==> src/rtl/ahb_cmd_master_if.sv <==
// Command/response and AHB-Lite bus bundle for ahb_cmd_master.
// The master modport is the initiator's view; slave is the bus/command-source view.
interface ahb_cmd_master_if #(
    parameter int ADDR_WIDTH = 32,
    parameter int DATA_WIDTH = 32
);
    logic                  cmd_valid;
    logic                  cmd_ready;
    logic                  cmd_write;
    logic [1:0]            cmd_size;
    logic [ADDR_WIDTH-1:0] cmd_addr;
    logic [DATA_WIDTH-1:0] cmd_wdata;
    logic                  rsp_valid;
    logic                  rsp_err;
    logic [DATA_WIDTH-1:0] rsp_rdata;

    logic [ADDR_WIDTH-1:0] HADDR;
    logic [1:0]            HTRANS;
    logic                  HWRITE;
    logic [2:0]            HSIZE;
    logic [2:0]            HBURST;
    logic [3:0]            HPROT;
    logic                  HMASTLOCK;
    logic [DATA_WIDTH-1:0] HWDATA;
    logic [DATA_WIDTH-1:0] HRDATA;
    logic                  HREADY;
    logic                  HRESP;

    modport master (
        input  cmd_valid, cmd_write, cmd_size, cmd_addr, cmd_wdata,
        output cmd_ready, rsp_valid, rsp_err, rsp_rdata,
        output HADDR, HTRANS, HWRITE, HSIZE, HBURST, HPROT, HMASTLOCK, HWDATA,
        input  HRDATA, HREADY, HRESP
    );

    modport slave (
        output cmd_valid, cmd_write, cmd_size, cmd_addr, cmd_wdata,
        input  cmd_ready, rsp_valid, rsp_err, rsp_rdata,
        input  HADDR, HTRANS, HWRITE, HSIZE, HBURST, HPROT, HMASTLOCK, HWDATA,
        output HRDATA, HREADY, HRESP
    );
endinterface

==> src/rtl/ahb_cmd_master.sv <==
// Pipelined AHB-Lite initiator: one register command per single transfer, one address
// phase overlapping one data phase, with wait-state and two-cycle ERROR handling.
module ahb_cmd_master #(
    parameter int          ADDR_WIDTH      = 32,
    parameter int          DATA_WIDTH      = 32,
    parameter int          REPLAY_ON_ERROR = 1,
    parameter logic [3:0]  HPROT_VAL       = 4'b0011
) (
    input  logic              HCLK,
    input  logic              HRESET,
    ahb_cmd_master_if.master  bus
);
    localparam logic [1:0] HTRANS_IDLE   = 2'b00;
    localparam logic [1:0] HTRANS_NONSEQ = 2'b10;
    localparam bit         REPLAY_EN     = (REPLAY_ON_ERROR != 0);

    function automatic logic [1:0] norm_size(input logic [1:0] size);
        case (size)
            2'd3:    norm_size = 2'd2;
            default: norm_size = size;
        endcase
    endfunction

    function automatic logic [ADDR_WIDTH-1:0] align_addr(input logic [ADDR_WIDTH-1:0] addr,
                                                         input logic [1:0]            size);
        logic [ADDR_WIDTH-1:0] a;
        a = addr;
        case (size)
            2'd1:    a[0]   = 1'b0;
            2'd2:    a[1:0] = 2'b00;
            default: a      = addr;
        endcase
        return a;
    endfunction

    logic                  addr_valid_r;
    logic                  addr_write_r;
    logic [1:0]            addr_size_r;
    logic [ADDR_WIDTH-1:0] haddr_r;
    logic [DATA_WIDTH-1:0] addr_wdata_r;

    logic                  data_valid_r;
    logic                  data_write_r;
    logic [DATA_WIDTH-1:0] hwdata_r;

    logic                  replay_pending_r;
    logic                  replay_in_addr_r;
    logic                  rp_write_r;
    logic [1:0]            rp_size_r;
    logic [ADDR_WIDTH-1:0] rp_addr_r;
    logic [DATA_WIDTH-1:0] rp_wdata_r;

    logic                  cancel_pending_r;
    logic                  rsp_valid_r;
    logic                  rsp_err_r;
    logic [DATA_WIDTH-1:0] rsp_rdata_r;

    logic err1_s;
    logic addr_free_s;
    logic cmd_ready_s;
    logic accept_s;
    logic issue_replay_s;
    logic cancel_set_s;

    // Handshake and pipeline-advance decode; the first ERROR cycle freezes acceptance.
    always_comb begin
        err1_s         = bus.HRESP & ~bus.HREADY;
        addr_free_s    = ~addr_valid_r | bus.HREADY;
        cmd_ready_s    = ~HRESET & ~replay_pending_r & addr_free_s & ~err1_s;
        accept_s       = bus.cmd_valid & cmd_ready_s;
        issue_replay_s = replay_pending_r & ~replay_in_addr_r & addr_free_s & ~err1_s;
        cancel_set_s   = err1_s & addr_valid_r & ~REPLAY_EN;
    end

    // Address phase register and replay slot.
    always_ff @(posedge HCLK) begin
        if (HRESET) begin
            addr_valid_r     <= 1'b0;
            addr_write_r     <= 1'b0;
            addr_size_r      <= 2'd0;
            haddr_r          <= {ADDR_WIDTH{1'b0}};
            addr_wdata_r     <= {DATA_WIDTH{1'b0}};
            replay_pending_r <= 1'b0;
            replay_in_addr_r <= 1'b0;
            rp_write_r       <= 1'b0;
            rp_size_r        <= 2'd0;
            rp_addr_r        <= {ADDR_WIDTH{1'b0}};
            rp_wdata_r       <= {DATA_WIDTH{1'b0}};
        end else if (err1_s) begin
            // The pending NONSEQ is withdrawn; keep a copy when it is to be re-issued.
            if (addr_valid_r) begin
                addr_valid_r <= 1'b0;
                if (REPLAY_EN) begin
                    replay_pending_r <= 1'b1;
                    replay_in_addr_r <= 1'b0;
                    rp_write_r       <= addr_write_r;
                    rp_size_r        <= addr_size_r;
                    rp_addr_r        <= haddr_r;
                    rp_wdata_r       <= addr_wdata_r;
                end
            end
        end else if (addr_free_s) begin
            if (replay_in_addr_r & addr_valid_r) begin
                replay_pending_r <= 1'b0;
                replay_in_addr_r <= 1'b0;
            end
            if (issue_replay_s) begin
                addr_valid_r     <= 1'b1;
                addr_write_r     <= rp_write_r;
                addr_size_r      <= rp_size_r;
                haddr_r          <= rp_addr_r;
                addr_wdata_r     <= rp_wdata_r;
                replay_in_addr_r <= 1'b1;
            end else if (accept_s) begin
                addr_valid_r <= 1'b1;
                addr_write_r <= bus.cmd_write;
                addr_size_r  <= norm_size(bus.cmd_size);
                haddr_r      <= align_addr(bus.cmd_addr, norm_size(bus.cmd_size));
                addr_wdata_r <= bus.cmd_wdata;
            end else begin
                addr_valid_r <= 1'b0;
            end
        end
    end

    // Data phase register: advances only when the bus is ready.
    always_ff @(posedge HCLK) begin
        if (HRESET) begin
            data_valid_r <= 1'b0;
            data_write_r <= 1'b0;
            hwdata_r     <= {DATA_WIDTH{1'b0}};
        end else if (bus.HREADY) begin
            data_valid_r <= addr_valid_r;
            data_write_r <= addr_valid_r & addr_write_r;
            hwdata_r     <= (addr_valid_r & addr_write_r) ? addr_wdata_r : {DATA_WIDTH{1'b0}};
        end
    end

    // Response generation; a cancelled command answers one cycle after its predecessor.
    always_ff @(posedge HCLK) begin
        if (HRESET) begin
            rsp_valid_r      <= 1'b0;
            rsp_err_r        <= 1'b0;
            rsp_rdata_r      <= {DATA_WIDTH{1'b0}};
            cancel_pending_r <= 1'b0;
        end else begin
            if (data_valid_r & bus.HREADY) begin
                rsp_valid_r <= 1'b1;
                rsp_err_r   <= bus.HRESP;
                rsp_rdata_r <= (~data_write_r & ~bus.HRESP) ? bus.HRDATA : {DATA_WIDTH{1'b0}};
            end else if (cancel_pending_r) begin
                rsp_valid_r      <= 1'b1;
                rsp_err_r        <= 1'b1;
                rsp_rdata_r      <= {DATA_WIDTH{1'b0}};
                cancel_pending_r <= 1'b0;
            end else begin
                rsp_valid_r <= 1'b0;
                rsp_err_r   <= 1'b0;
                rsp_rdata_r <= {DATA_WIDTH{1'b0}};
            end
            if (cancel_set_s) begin
                cancel_pending_r <= 1'b1;
            end
        end
    end

    assign bus.cmd_ready = cmd_ready_s;
    assign bus.rsp_valid = rsp_valid_r;
    assign bus.rsp_err   = rsp_err_r;
    assign bus.rsp_rdata = rsp_rdata_r;
    assign bus.HTRANS    = addr_valid_r ? HTRANS_NONSEQ : HTRANS_IDLE;
    assign bus.HADDR     = haddr_r;
    assign bus.HWRITE    = addr_write_r;
    assign bus.HSIZE     = {1'b0, addr_size_r};
    assign bus.HBURST    = 3'b000;
    assign bus.HPROT     = HPROT_VAL;
    assign bus.HMASTLOCK = 1'b0;
    assign bus.HWDATA    = hwdata_r;
endmodule

==> src/flat_wrapper.sv <==
// flat-port wrapper written by rule: the top's interface ports become plain ports
module ahb_cmd_master_flat 
#(
    parameter int          ADDR_WIDTH      = 32,
    parameter int          DATA_WIDTH      = 32,
    parameter int          REPLAY_ON_ERROR = 1,
    parameter logic [3:0]  HPROT_VAL       = 4'b0011
)
  (HCLK, HRESET, bus_cmd_valid, bus_cmd_write, bus_cmd_size, bus_cmd_addr, bus_cmd_wdata, bus_cmd_ready, bus_rsp_valid, bus_rsp_err, bus_rsp_rdata, bus_HADDR, bus_HTRANS, bus_HWRITE, bus_HSIZE, bus_HBURST, bus_HPROT, bus_HMASTLOCK, bus_HWDATA, bus_HRDATA, bus_HREADY, bus_HRESP);
  ahb_cmd_master_if #(.ADDR_WIDTH(ADDR_WIDTH), .DATA_WIDTH(DATA_WIDTH)) bus_i ();
  input  logic HCLK;
  input  logic HRESET;
  input wire logic [$bits(bus_i.cmd_valid)-1:0] bus_cmd_valid;
  input wire logic [$bits(bus_i.cmd_write)-1:0] bus_cmd_write;
  input wire logic [$bits(bus_i.cmd_size)-1:0] bus_cmd_size;
  input wire logic [$bits(bus_i.cmd_addr)-1:0] bus_cmd_addr;
  input wire logic [$bits(bus_i.cmd_wdata)-1:0] bus_cmd_wdata;
  output wire logic [$bits(bus_i.cmd_ready)-1:0] bus_cmd_ready;
  output wire logic [$bits(bus_i.rsp_valid)-1:0] bus_rsp_valid;
  output wire logic [$bits(bus_i.rsp_err)-1:0] bus_rsp_err;
  output wire logic [$bits(bus_i.rsp_rdata)-1:0] bus_rsp_rdata;
  output wire logic [$bits(bus_i.HADDR)-1:0] bus_HADDR;
  output wire logic [$bits(bus_i.HTRANS)-1:0] bus_HTRANS;
  output wire logic [$bits(bus_i.HWRITE)-1:0] bus_HWRITE;
  output wire logic [$bits(bus_i.HSIZE)-1:0] bus_HSIZE;
  output wire logic [$bits(bus_i.HBURST)-1:0] bus_HBURST;
  output wire logic [$bits(bus_i.HPROT)-1:0] bus_HPROT;
  output wire logic [$bits(bus_i.HMASTLOCK)-1:0] bus_HMASTLOCK;
  output wire logic [$bits(bus_i.HWDATA)-1:0] bus_HWDATA;
  input wire logic [$bits(bus_i.HRDATA)-1:0] bus_HRDATA;
  input wire logic [$bits(bus_i.HREADY)-1:0] bus_HREADY;
  input wire logic [$bits(bus_i.HRESP)-1:0] bus_HRESP;
  assign bus_i.cmd_valid = bus_cmd_valid;
  assign bus_i.cmd_write = bus_cmd_write;
  assign bus_i.cmd_size = bus_cmd_size;
  assign bus_i.cmd_addr = bus_cmd_addr;
  assign bus_i.cmd_wdata = bus_cmd_wdata;
  assign bus_cmd_ready = bus_i.cmd_ready;
  assign bus_rsp_valid = bus_i.rsp_valid;
  assign bus_rsp_err = bus_i.rsp_err;
  assign bus_rsp_rdata = bus_i.rsp_rdata;
  assign bus_HADDR = bus_i.HADDR;
  assign bus_HTRANS = bus_i.HTRANS;
  assign bus_HWRITE = bus_i.HWRITE;
  assign bus_HSIZE = bus_i.HSIZE;
  assign bus_HBURST = bus_i.HBURST;
  assign bus_HPROT = bus_i.HPROT;
  assign bus_HMASTLOCK = bus_i.HMASTLOCK;
  assign bus_HWDATA = bus_i.HWDATA;
  assign bus_i.HRDATA = bus_HRDATA;
  assign bus_i.HREADY = bus_HREADY;
  assign bus_i.HRESP = bus_HRESP;
  ahb_cmd_master #(.ADDR_WIDTH(ADDR_WIDTH), .DATA_WIDTH(DATA_WIDTH), .REPLAY_ON_ERROR(REPLAY_ON_ERROR), .HPROT_VAL(HPROT_VAL)) u_core (.HCLK(HCLK), .HRESET(HRESET), .bus(bus_i));
endmodule
==> config.mk <==
export PLATFORM = sky130hd
export DESIGN_NAME = ahb_cmd_master_flat
export DESIGN_NICKNAME = d
export VERILOG_FILES = /design/src/rtl/ahb_cmd_master_if.sv /design/src/rtl/ahb_cmd_master.sv /design/src/flat_wrapper.sv
export SDC_FILE = /design/constraint.sdc
export NUM_CORES = 1
export LEC_CHECK = 0
export CAP_MARGIN = 20
export CORE_AREA = 2 2 137 139
export CTS_BUF_LIST = sky130_fd_sc_hd__clkbuf_4
export DETAILED_ROUTE_END_ITERATION = 16
export DIE_AREA = 0 0 139 141
export GPL_TIMING_DRIVEN = 1
export MAX_ROUTING_LAYER = met4
export PLACE_DENSITY = 0.83
export SLEW_MARGIN = 20
export SYNTH_ARGS = -nofsm -noshare
export SYNTH_HDL_FRONTEND = slang
export SYNTH_SLANG_ARGS = --single-unit
==> constraint.sdc <==
create_clock -name HCLK -period 1.4 [get_ports HCLK]
set_input_delay 0.28 -clock HCLK [delete_from_list [all_inputs] [get_ports HCLK]]
set_output_delay 0.28 -clock HCLK [all_outputs]
set_load 0.05 [all_outputs]
## Yosys cells after proc, flatten, opt, wreduce, memory -nomap -nowiden

Index checks and enable logic that the tools add are counted.
W data, S select, Z words.

| word-level totals | value |
|---|---|
| logic and storage cells | 84 |
| flip-flop bits (word level) | 205 |
| input bits | 104 |
| output and inout bits | 113 |

| cells by class | value |
|---|---|
| equality and inequality tests | 4 |
| multiplexer cells | 28 |
| reductions and logical operators | 12 |
| bitwise gates (word level) | 23 |

Operator list:

| cell | count |
|---|---|
| $mux W32 | 5 |
| $mux W2 | 8 |
| $mux W1 | 15 |
| $and A1 B1 Y1 | 12 |
| $not A1 Y1 | 10 |
| $reduce_and A3 Y1 | 3 |
| $reduce_bool A2 Y1 | 3 |
| $reduce_or A2 Y1 | 3 |
| $eq A2 B2 Y1 const B | 2 |
| $reduce_bool A3 Y1 | 1 |
| $reduce_or A3 Y1 | 1 |
| $eq A2 B1 Y1 const B | 1 |
| $ne A2 B1 Y1 const B | 1 |
| $reduce_and A2 Y1 | 1 |
| $or A1 B1 Y1 | 1 |

## Longest topological paths before layout

Gate-level depths: netlist (run 1).

| depth | value |
|---|---|
| word-level depth | 15 |
| depth in mapped cells | 7 |
| depth with buffers taken out | 3 |

## Worst setup path after synthesis (run 1)

No wires, ideal clock.

| timing | value |
|---|---|
| kind | in2out |
| start | input port bus_HRESP |
| end | output port bus_cmd_ready |
| path slack | -975 ps |
| data required time | 1120 ps |
| path buffers | 4 |
| cell stages on the path | 6 |
| arrival time | 2095 ps |
| cells stage by stage | buf_4 -> o21ba_1 -> buf_2 -> buf_4 -> buf_2 -> nor3_1 |

| on the way | value |
|---|---|
| word-level cells in the longest chain between the ends | 3 |

Ends and longest elaborated chain:

| what | RTL line | RTL |
|---|---|---|
| from (decl) | flat_wrapper.sv:32 | `input wire logic [$bits(bus_i.HRESP)-1:0] bus_HRESP;` |
| $and A1 B1 Y1 | ahb_cmd_master.sv:67 | `err1_s = bus.HRESP & ~bus.HREADY;` |
| $not A1 Y1 (no source line) | - |  |
| $and A1 B1 Y1 | ahb_cmd_master.sv:69 | `cmd_ready_s = ~HRESET & ~replay_pending_r & addr_free_s & ~err1_s;` |
| to (decl) | flat_wrapper.sv:18 | `output wire logic [$bits(bus_i.cmd_ready)-1:0] bus_cmd_ready;` |

Every way passes these cells.

## Worst setup path in the final report (run 1)

| timing | value |
|---|---|
| start | register u_core.addr_valid_r |
| end | output port bus_cmd_ready |

| on the way | value |
|---|---|
| word-level cells in the longest chain between the ends | 4 |

Ends and longest elaborated chain:

| what | RTL line | RTL |
|---|---|---|
| from (decl) | ahb_cmd_master.sv:36 | `logic addr_valid_r;` |
| from (signal assigned) | ahb_cmd_master.sv:78 | `addr_valid_r <= 1'b0;` |
| from (signal assigned) | ahb_cmd_master.sv:92 | `addr_valid_r <= 1'b0;` |
| from (signal assigned) | ahb_cmd_master.sv:108 | `addr_valid_r <= 1'b1;` |
| $not A1 Y1 | ahb_cmd_master.sv:68 | `addr_free_s = ~addr_valid_r \| bus.HREADY;` |
| $or A1 B1 Y1 | ahb_cmd_master.sv:68 |  |
| $and A1 B1 Y1 (2 in series) | ahb_cmd_master.sv:69 |  |

Every way passes these cells.

==> results of run 1 <==
## state kept, by name, summed over array words and instances, names as in the netlist, 2 cells and up
register / cells
u_core.addr_wdata_r: 32
u_core.bus.HADDR: 32
u_core.bus.HWDATA: 32
u_core.bus.rsp_rdata: 32
u_core.rp_addr_r: 32
u_core.rp_wdata_r: 32
u_core.addr_size_r: 2
u_core.rp_size_r: 2
## kinds of logic after synthesis
kind of cell           after synthesis
flip-flops                         205
AND/OR/NAND/NOR                    354
multiplexers                         1
buffers and inverters              111
AO/OA/AOI/OAI                      243
other                                2
## cell type report
type / count / area (sq um) / area share (%)
multi-input cells: 609 / 5160 / 32.7
clock buffers: 79 / 593 / 3.76
well taps: 234 / 293 / 1.86
repair buffers: 379 / 5360 / 34.0
inverters: 1 / 3.75 / 0.0238
clock inverters: 5 / 47.5 / 0.301
flip-flops and latches: 205 / 4320 / 27.4
## worst min path at each step
stage	cells past startpoint	from	endpoint	slack, ns
finish	3	HRESET	u_core.rp_size_r[1]$_SDFFE_PP0P_	0.11
global route	3	HRESET	u_core.rp_size_r[1]$_SDFFE_PP0P_	0.13
CTS	3	HRESET	u_core.rp_addr_r[31]$_SDFFE_PP0P_	0.07
detailed placement	2	u_core.rp_wdata_r[19]$_SDFFE_PP0P_	u_core.rp_wdata_r[19]$_SDFFE_PP0P_	0.45
global placement	2	u_core.rp_addr_r[16]$_SDFFE_PP0P_	u_core.rp_addr_r[16]$_SDFFE_PP0P_	0.44
floorplan	1	bus_HRDATA[0]	u_core.bus.rsp_rdata[0]$_SDFF_PP0_	0.40
## through the flow
step | setup TNS, ns | setup slack (ns) | hold WS, ns | utilization (%)
after floorplan | -0.298 | -0.298 | 0.402 | -
after global placement | -67.72 | -0.447 | 0.442 | 63.3
after detailed placement | -79.50 | -0.555 | 0.449 | 63.3
after CTS | -37.69 | -0.467 | 0.0651 | 72.7
after global routing | -43.76 | -0.539 | 0.130 | 86.3
final | -38.11 | -0.484 | 0.112 | 86.3
## metal layers
metal  share of wire [%]  GRT usage (%)  up-vias  wire length (um)
met5                   0              -        -                 0
met4                 8.2           12.2        0              3440
met3                 9.6           6.49      348              4050
met2                  48           46.6      863             20400
met1                  34           32.3     4674             14300
li1                    -              -     3935                 -
## worst reg2reg max path, cell delays in order (launching register included)
cell and delay (ns):
dfxtp_2 0.34, buf_4 0.15, nor3b_4 0.21, buf_4 0.17, buf_12 0.23, nand3_1 0.24
a311oi_2 0.33
## cells in the final DEF (no fill, tap or decap), types with 35 or more instances in the layout
master           instances
buf_12                 134
clkbuf_4                79
o21ai_1                 49
buf_4                   85
dfxtp_1                102
a311oi_2                64
nor2_1                  37
clkdlybuf4s50_1        102
a21oi_2                 66
dfxtp_2                 68
dfxtp_4                 35
nand2_4                 77
nor3_1                  67
## report_power, final
group	leakage [nW]	total, mW	internal [mW]	switching (mW)
logic	4.11	2.70	1.26	1.44
registers	1.72	6.18	5.95	0.231
clock network	0.389	5.45	2.72	2.73
total	6.22	14.3	9.93	4.41
## repair_timing
item,4_1_cts,5_1_grt
hold buffers,1,0
endpoints found under the setup margin,137,271
pin swaps,72,203
resized for setup,191,400
hold endpoints to repair,1,0
buffers inserted,40,60
gates cloned,10,28
==> flow_metrics.tcl, run 1 <==
set metrics [dict create \
    nFillCells 721 \
    async_reset_ff_share_pct 0 \
    yosys.area_share.adder_pct 0 \
    diodes 0 \
    ys_seq_elements 205 \
    grt_max_degree 77 \
    stdcell_area_sq_um 15800 \
    period_share_pct 135 \
    syn_area_per_cell_sq_um 8.72 \
    yosys.area.top_type_share_pct 51.4 \
    core_sq_um 18300 \
    required_ns 1.12 \
    drc 0 \
    fmax_ghz 0.531 \
    leakagePower_nw 6.22 \
    finalCriticalPeriod_ns 1.88 \
    setup_viol 268 \
    hold_violations 0 \
    reg2reg_slack_ns -0.41 \
    fin_skew_ns 0.0446 \
    cp.arrival_ns 1.60 \
    crit_path_max_incr_delay_ns 0.35 \
    cts_root_buffer "clkbuf_4" \
    slew_violations 0 \
    grt_pass1_vias 8300 \
    synth.most_common_cell "dfxtp_1" \
    io_pins 217 \
    peakVddDrop_mv 0.747 \
    die_x_um 139 \
    cellPowerDensity_nw_per_um2 909 \
    path_delay_family "flip-flops" \
    maxCapViolations 0 \
    slew_headroom_pct 64.7 \
    stdcell_count 1512 \
    num_rows 50 \
    dp.cells 1298 \
    clkLatencyLatePin_ns 0.69 \
    violations "setup timing" \
    syn-cell-area_sq_um 7990 \
    area_growth_pct 97.4 \
    synthTopCellsByCount "dfxtp_1 (205), nand2_1 (139), a21oi_1 (70)" \
    start_util_pct 43.7 \
    yosysSeqAreaShare_pct 51.4 \
    drtPass1Iterations 5 \
    worstMarginPinSlew_ns 0.526 \
    cp-start-kind "register" \
    syn_inst 916 \
    crit_path_end "bus_cmd_ready" \
    status "finished with violations" \
    synth.mux.area_fraction_pct 0.125 \
    ys.flop_type "dfxtp_1" \
    yosys.area.top_type "dfxtp_1" \
    r2r-end "u_core.addr_wdata_r[1]$_SDFFE_PP0P_" \
    finalNetCount 1353 \
    ys_warn_count 0 \
    cts_tree "done" \
    clkSinkCount 205 \
    rsz0062_at_grt "yes" \
    drive_gt1_share_pct 62.9 \
    drtIter0Drc 1216 \
    grt.overflow.total 0 \
    synth_top_family_by_area "compound AO/OA/AOI/OAI gates" \
    worstSetupPathDepth 3 \
    setup_slack_ns -0.484 \
    port-buffer-count 206 \
    worst-path-max-fanout 2 \
    numCtsBuffers 53 \
    clk_pin_slew_worst_paths_ns 0.07 \
    viasPerCell 6.49 \
    cp_cell_sequence "o21ba_4 > nor3_4 > buf_12" \
    ys_top_cells_by_area "dfxtp_1 (51%), nand2_1 (6.5%), a311oi_1 (5.3%), a21oi_1 (4.4%), nor3_1 (4.3%)" \
    r2r_start "u_core.replay_pending_r$_SDFFE_PP0P_" \
    die_y_um 141 \
    die_area_sq_um 19600 \
    synth-edff-count 0 \
    crit_start "u_core.addr_valid_r$_SDFFE_PP0N_" \
    antenna_found_initial 0 \
    grt_pass1_wl_um 43400 \
    finalPower_mw 14.3 \
    yosys.area_share.simple_pct 20.4 \
    reg2reg_depth 6 \
    h-tree-depth 2 \
    cts_buffer_depth 3 \
    placed_area_sq_um 11600 \
    gp_congestion 0.848 \
    vias 9820 \
    crit_buf_inv 1 \
    criticalPathCategory "register to output port" \
    yosysUniqueCellTypes 36 \
    wl_per_cell_um 27.9 \
    hold_path.class "primary input to register" \
    totalWireLength_um 42200 \
    grt_usage_pct 27.9 \
    synth-compound-area-share_pct 21.2 \
    synth-xor-area-share_pct 0 \
    endpoint_kind "output port" \
    ant_nets 0 \
    cpMaxStageDelayCell "dfxtp_4" \
    dp_hpwl_um 15800 \
]
No activity file was read; power rests on OpenSTA's default activity.
==> run 2, diff against run 1 <==
CAP_MARGIN = 40   (was 20)
PLACE_DENSITY = 0.8   (was 0.83)
clock period = 1.9 ns   (was 1.4 ns; I/O delays follow)
==> flow_metrics.tcl, run 2 (same netlist as run 1, synthesis figures left out) <==
set metrics [dict create \
    drtIter0Drc 479 \
    crit_buf_inv 2 \
    required_ns 1.52 \
    mostFrequentLayoutCells "dfxtp_1 (203), nand2_1 (139), clkdlybuf4s50_1 (102)" \
    rsz0062_at_grt "yes" \
    h-tree-depth 2 \
    finalPower_mw 9.40 \
    grt.overflow.total 0 \
    criticalPathCategory "primary input to output port" \
    peakVddDrop_mv 0.537 \
    status "completed" \
    fin_tns_setup_ns 0 \
    ant_nets 0 \
    wl_per_cell_um 16.8 \
    path_delay_family "buffers and inverters" \
    stdcell_area_sq_um 11000 \
    slew_headroom_pct 51.9 \
    leakagePower_nw 3.99 \
    setup_viol 0 \
    hold_violations 0 \
    grt_pass1_vias 7268 \
    area_growth_pct 37.9 \
    cp-start-kind "primary input" \
    p_int_mw 6.88 \
    clkLatencyLatePin_ns 0.65 \
    worstMarginPinSlew_ns 0.721 \
    fmax_ghz 0.527 \
    grt_max_degree 60 \
    start_util_pct 43.7 \
    combPwrFrac_pct 12.9 \
    swShare_pct 26.8 \
    placed_area_sq_um 10400 \
    grt_pass1_wl_um 37100 \
    drive_gt1_share_pct 21.6 \
    num_rows 50 \
    switchingPower_mw 2.52 \
    reg2reg_slack_ns 0.21 \
    crit_path_max_incr_delay_ns 0.53 \
    drc 0 \
    cpMaxStageDelayCell "clkdlybuf4s50_1" \
    die_y_um 141 \
    cts_buffer_depth 3 \
    core_sq_um 18300 \
    cts_root_buffer "clkbuf_4" \
    port-buffer-count 206 \
    seqPwrFrac_pct 47.8 \
    antenna_found_initial 1 \
    gp_congestion 0.799 \
    die_x_um 139 \
    dp_hpwl_um 14400 \
    finalNetCount 1224 \
    clkSinkCount 205 \
    clk_pin_slew_worst_paths_ns 0.06 \
    slew_violations 0 \
    cp_cell_sequence "clkdlybuf4s50_1 > o21ba_4 > nor3_4 > buf_6" \
    cts_tree "done" \
    viasPerCell 5.42 \
    drtPass1Iterations 5 \
    postCtsHoldBufs 0 \
    worst-path-max-fanout 4 \
    hold_path.class "primary input to register" \
    vias 7539 \
    clockPowerShare_pct 39.3 \
    layout_commonest_cell "dfxtp_1" \
    finalCriticalPeriod_ns 1.90 \
    cp.arrival_ns 1.52 \
    final_core_util_pct 60.3 \
    numCtsBuffers 55 \
    fin_skew_ns 0.0236 \
    endpoint_kind "output port" \
    maxCapViolations 0 \
    cellPowerDensity_nw_per_um2 853 \
    totalWireLength_um 23300 \
    die_area_sq_um 19600 \
    period_share_pct 99.8 \
    grt_usage_pct 23.6 \
    io_pins 217 \
]
[run 2: changes by cell type in the layout (fill, tap and decap cells not counted), moves of 44 or more]
cell and change:
a311oi_1 +46, a21oi_1 +66, nand2_1 +109, a21oi_2 -66, dfxtp_2 -68, clkdlybuf4s15_2 +44
nand2_4 -77, a311oi_2 -45, dfxtp_1 +101, buf_12 -115
[run 2: metal layers]
layer / track usage (%) / wire length (um)
met1: 28.4 / 9980
met2: 38.9 / 11100
met3: 6.52 / 1910
met4: 6.91 / 350
met5: - / 0
[run 2: path summary, 6_finish.rpt]
path,depth (start not counted),startpoint,endpoint
max,4,bus_HRESP,bus_cmd_ready
min,3,HRESET,u_core.bus.HWDATA[31]$_SDFFE_PP0P_
max reg2reg,5,u_core.replay_pending_r$_SDFFE_PP0P_,u_core.bus.HADDR[2]$_SDFFE_PP0P_
min reg2reg,2,u_core.rp_wdata_r[30]$_SDFFE_PP0P_,u_core.rp_wdata_r[30]$_SDFFE_PP0P_
[run 2: power by group through the flow]
stage | clock network (mW) | logic [mW] | registers (mW)
after global routing | 4.03 | 1.28 | 4.51
after global placement | 0 | 1.20 | 4.59
after detailed placement | 0 | 1.21 | 4.59
after floorplan | 0 | 0.530 | 4.76
final | 3.69 | 1.21 | 4.50
after CTS | 3.81 | 1.22 | 4.49
[run 2: layout make-up]
class / count / area [sq um]
Timing Repair Buffer: 249 / 2520
Multi-Input combinational cell: 608 / 3420
Clock inverter: 9 / 35.0
Fill cell: 1598 / 7250
Sequential cell: 205 / 4110
Clock buffer: 83 / 623
Tap cell: 234 / 293
Antenna cell: 1 / 2.50
Inverter: 1 / 3.75
[run 2: worst reg2reg max path, cell delays in order (launching register included)]
cell	delay [ns]
dfxtp_4	0.37
buf_4	0.16
nand2b_4	0.32
nand2b_4	0.26
buf_12	0.26
a311oi_1	0.17
[run 2: metrics by stage]
stage / std cells / hold slack (ns) / setup slack (ns)
after floorplan: 924 / 0.437 / 0.000118
after detailed placement: 1295 / 0.448 / -0.135
after global placement: 1295 / 0.442 / -0.0776
final: 1390 / 0.269 / 0.00383
after global routing: 1390 / 0.228 / -0.0685
after CTS: 1389 / 0.201 / -0.0426
[run 2: what timing repair did]
item,in CTS,in global routing
gates resized for setup,180,29
setup buffers,3,0
setup endpoints to repair,75,27
gates cloned,0,0
pin swaps,2,0
==> run 3, diff against run 2 <==
CORE_AREA = 2 2 176 109   (was 2 2 137 139)
DIE_AREA = 0 0 178 111   (was 0 0 139 141)
HOLD_SLACK_MARGIN = 0.05   (was unset)
==> flow_metrics.tcl, run 3 (same netlist as run 1, synthesis figures left out) <==
set metrics [dict create \
    cp_cell_sequence "o21ba_4 > nor3_4 > buf_6" \
    viasPerCell 5.43 \
    drtPass1Iterations 6 \
    slew_violations 0 \
    path_delay_family "flip-flops" \
    start_util_pct 43.4 \
    cp.arrival_ns 1.50 \
    cts_tree "done" \
    cellPowerDensity_nw_per_um2 859 \
    grt_pass1_wl_um 37700 \
    finalNetCount 1215 \
    dp_hpwl_um 15100 \
    port-buffer-count 206 \
    required_ns 1.52 \
    finalCriticalPeriod_ns 1.88 \
    area_growth_pct 35.6 \
    placed_area_sq_um 10300 \
    stdcell_count 1394 \
    crit_buf_inv 1 \
    wl_per_cell_um 16.7 \
    slew_headroom_pct 56.2 \
    peakVddDrop_mv 0.364 \
    nFillCells 1626 \
    period_share_pct 99.2 \
    cpMaxStageDelayCell "dfxtp_4" \
    io_pins 217 \
    fin_hold_ws_ns 0.274 \
    ant_nets 0 \
    mostFrequentLayoutCells "dfxtp_1 (204), nand2_1 (139), clkdlybuf4s50_1 (101)" \
    drtIter0Drc 751 \
    worstMarginPinSlew_ns 0.657 \
    clkSinkCount 205 \
    swShare_pct 26.9 \
    numCtsBuffers 47 \
    hold_violations 0 \
    rsz0062_at_grt "yes" \
    final_core_util_pct 58.9 \
    setup_viol 0 \
    combPwrFrac_pct 12.6 \
    leakagePower_nw 4.02 \
    setup_slack_ns 0.0153 \
    fin_tns_setup_ns 0 \
    endpoint_kind "output port" \
    criticalPathCategory "register to output port" \
    diodes 0 \
    drive_gt1_share_pct 18.9 \
    grt_pass1_vias 7262 \
    seqPwrFrac_pct 48.3 \
    totalWireLength_um 23300 \
    fmax_ghz 0.531 \
    num_rows 39 \
    clkLatencyLatePin_ns 0.61 \
    stdcell_area_sq_um 10800 \
    status "completed" \
    grt_usage_pct 24.0 \
    die_x_um 178 \
    grt_max_degree 134 \
    core_sq_um 18400 \
    antenna_found_initial 0 \
    drc 0 \
    cp-start-kind "register" \
    finalPower_mw 9.31 \
    h-tree-depth 2 \
    clockPowerShare_pct 39.1 \
    p_int_mw 6.81 \
    fin_skew_ns 0.0207 \
    grt.overflow.total 0 \
    cts_root_buffer "clkbuf_4" \
    crit_path_max_incr_delay_ns 0.34 \
    switchingPower_mw 2.50 \
    layout_commonest_cell "dfxtp_1" \
    die_area_sq_um 19800 \
    die_y_um 111 \
    hold_path.class "primary input to register" \
    clk_pin_slew_worst_paths_ns 0.07 \
    pre_cts_ws_ns -0.115 \
    final-seq-area_sq_um 4110 \
    maxCapViolations 0 \
    worst-path-max-fanout 2 \
    cts_buffer_depth 3 \
    gp_congestion 0.780 \
    multi_input_area_sq_um 3420 \
    dp.cells 1306 \
    vias 7569 \
]
[run 3: cell types whose count changed in the layout (fill, tap and decap cells not counted), sizes merged]
cell	before	now
diode	1	0
clkdlybuf4s15	55	34
bufinv	0	1
dlygate4sd2	2	20
clkinv	9	10
clkdlybuf4s50	102	101
buf	74	69
[run 3: path summary, 6_finish.rpt]
check / cells past startpoint / to / slack (ns) / from
setup / recovery: 3 / bus_cmd_ready / 0.02 / u_core.addr_valid_r$_SDFFE_PP0N_
hold / removal: 5 / u_core.addr_valid_r$_SDFFE_PP0N_ / 0.27 / HRESET
setup reg to reg: 7 / u_core.addr_size_r[0]$_SDFFE_PP0P_ / 0.16 / u_core.addr_valid_r$_SDFFE_PP0N_
hold reg to reg: 2 / u_core.rp_wdata_r[28]$_SDFFE_PP0P_ / 0.46 / u_core.rp_wdata_r[28]$_SDFFE_PP0P_
[run 3: final cells by class]
type	instances	share of cell area (%)
multi-input combinational	608	31.5
clock inverter	11	0.647
sequential	205	37.9
timing repair buffer	248	21.8
inverter	1	0.0346
tap	246	2.84
clock buffer	75	5.20
[run 3: tightest hold or removal path, cell delays in order]
cell and delay, ns:
buf_6 0.12, nor3b_4 0.05, buf_4 0.15, nand2_1 0.06, a31oi_1 0.07
[run 3: repair_timing]
action / in CTS / in global routing
hold endpoints to repair: 0 / 0
pin swaps: 2 / 0
hold buffers: 0 / 0
setup buffers: 2 / 0
endpoints found under the setup margin: 78 / 43
resized for setup: 124 / 55
[run 3: power groups by stage]
stage	Sequential (mW)	Clock, mW	Combinational [mW]
after detailed placement	4.59	0	1.19
after CTS	4.49	3.71	1.18
after floorplan	4.76	0	0.530
after global routing	4.51	3.98	1.25
final	4.50	3.63	1.18
after global placement	4.59	0	1.17
[run 3: metal layers]
metal  track usage, %  vias up  part of all wire [%]
met5                -        -                     0
met4             6.67        0                   1.5
met3             6.28       31                   8.0
met2             35.1      281                    44
met1             32.9     3612                    46
li1                 -     3645                     -
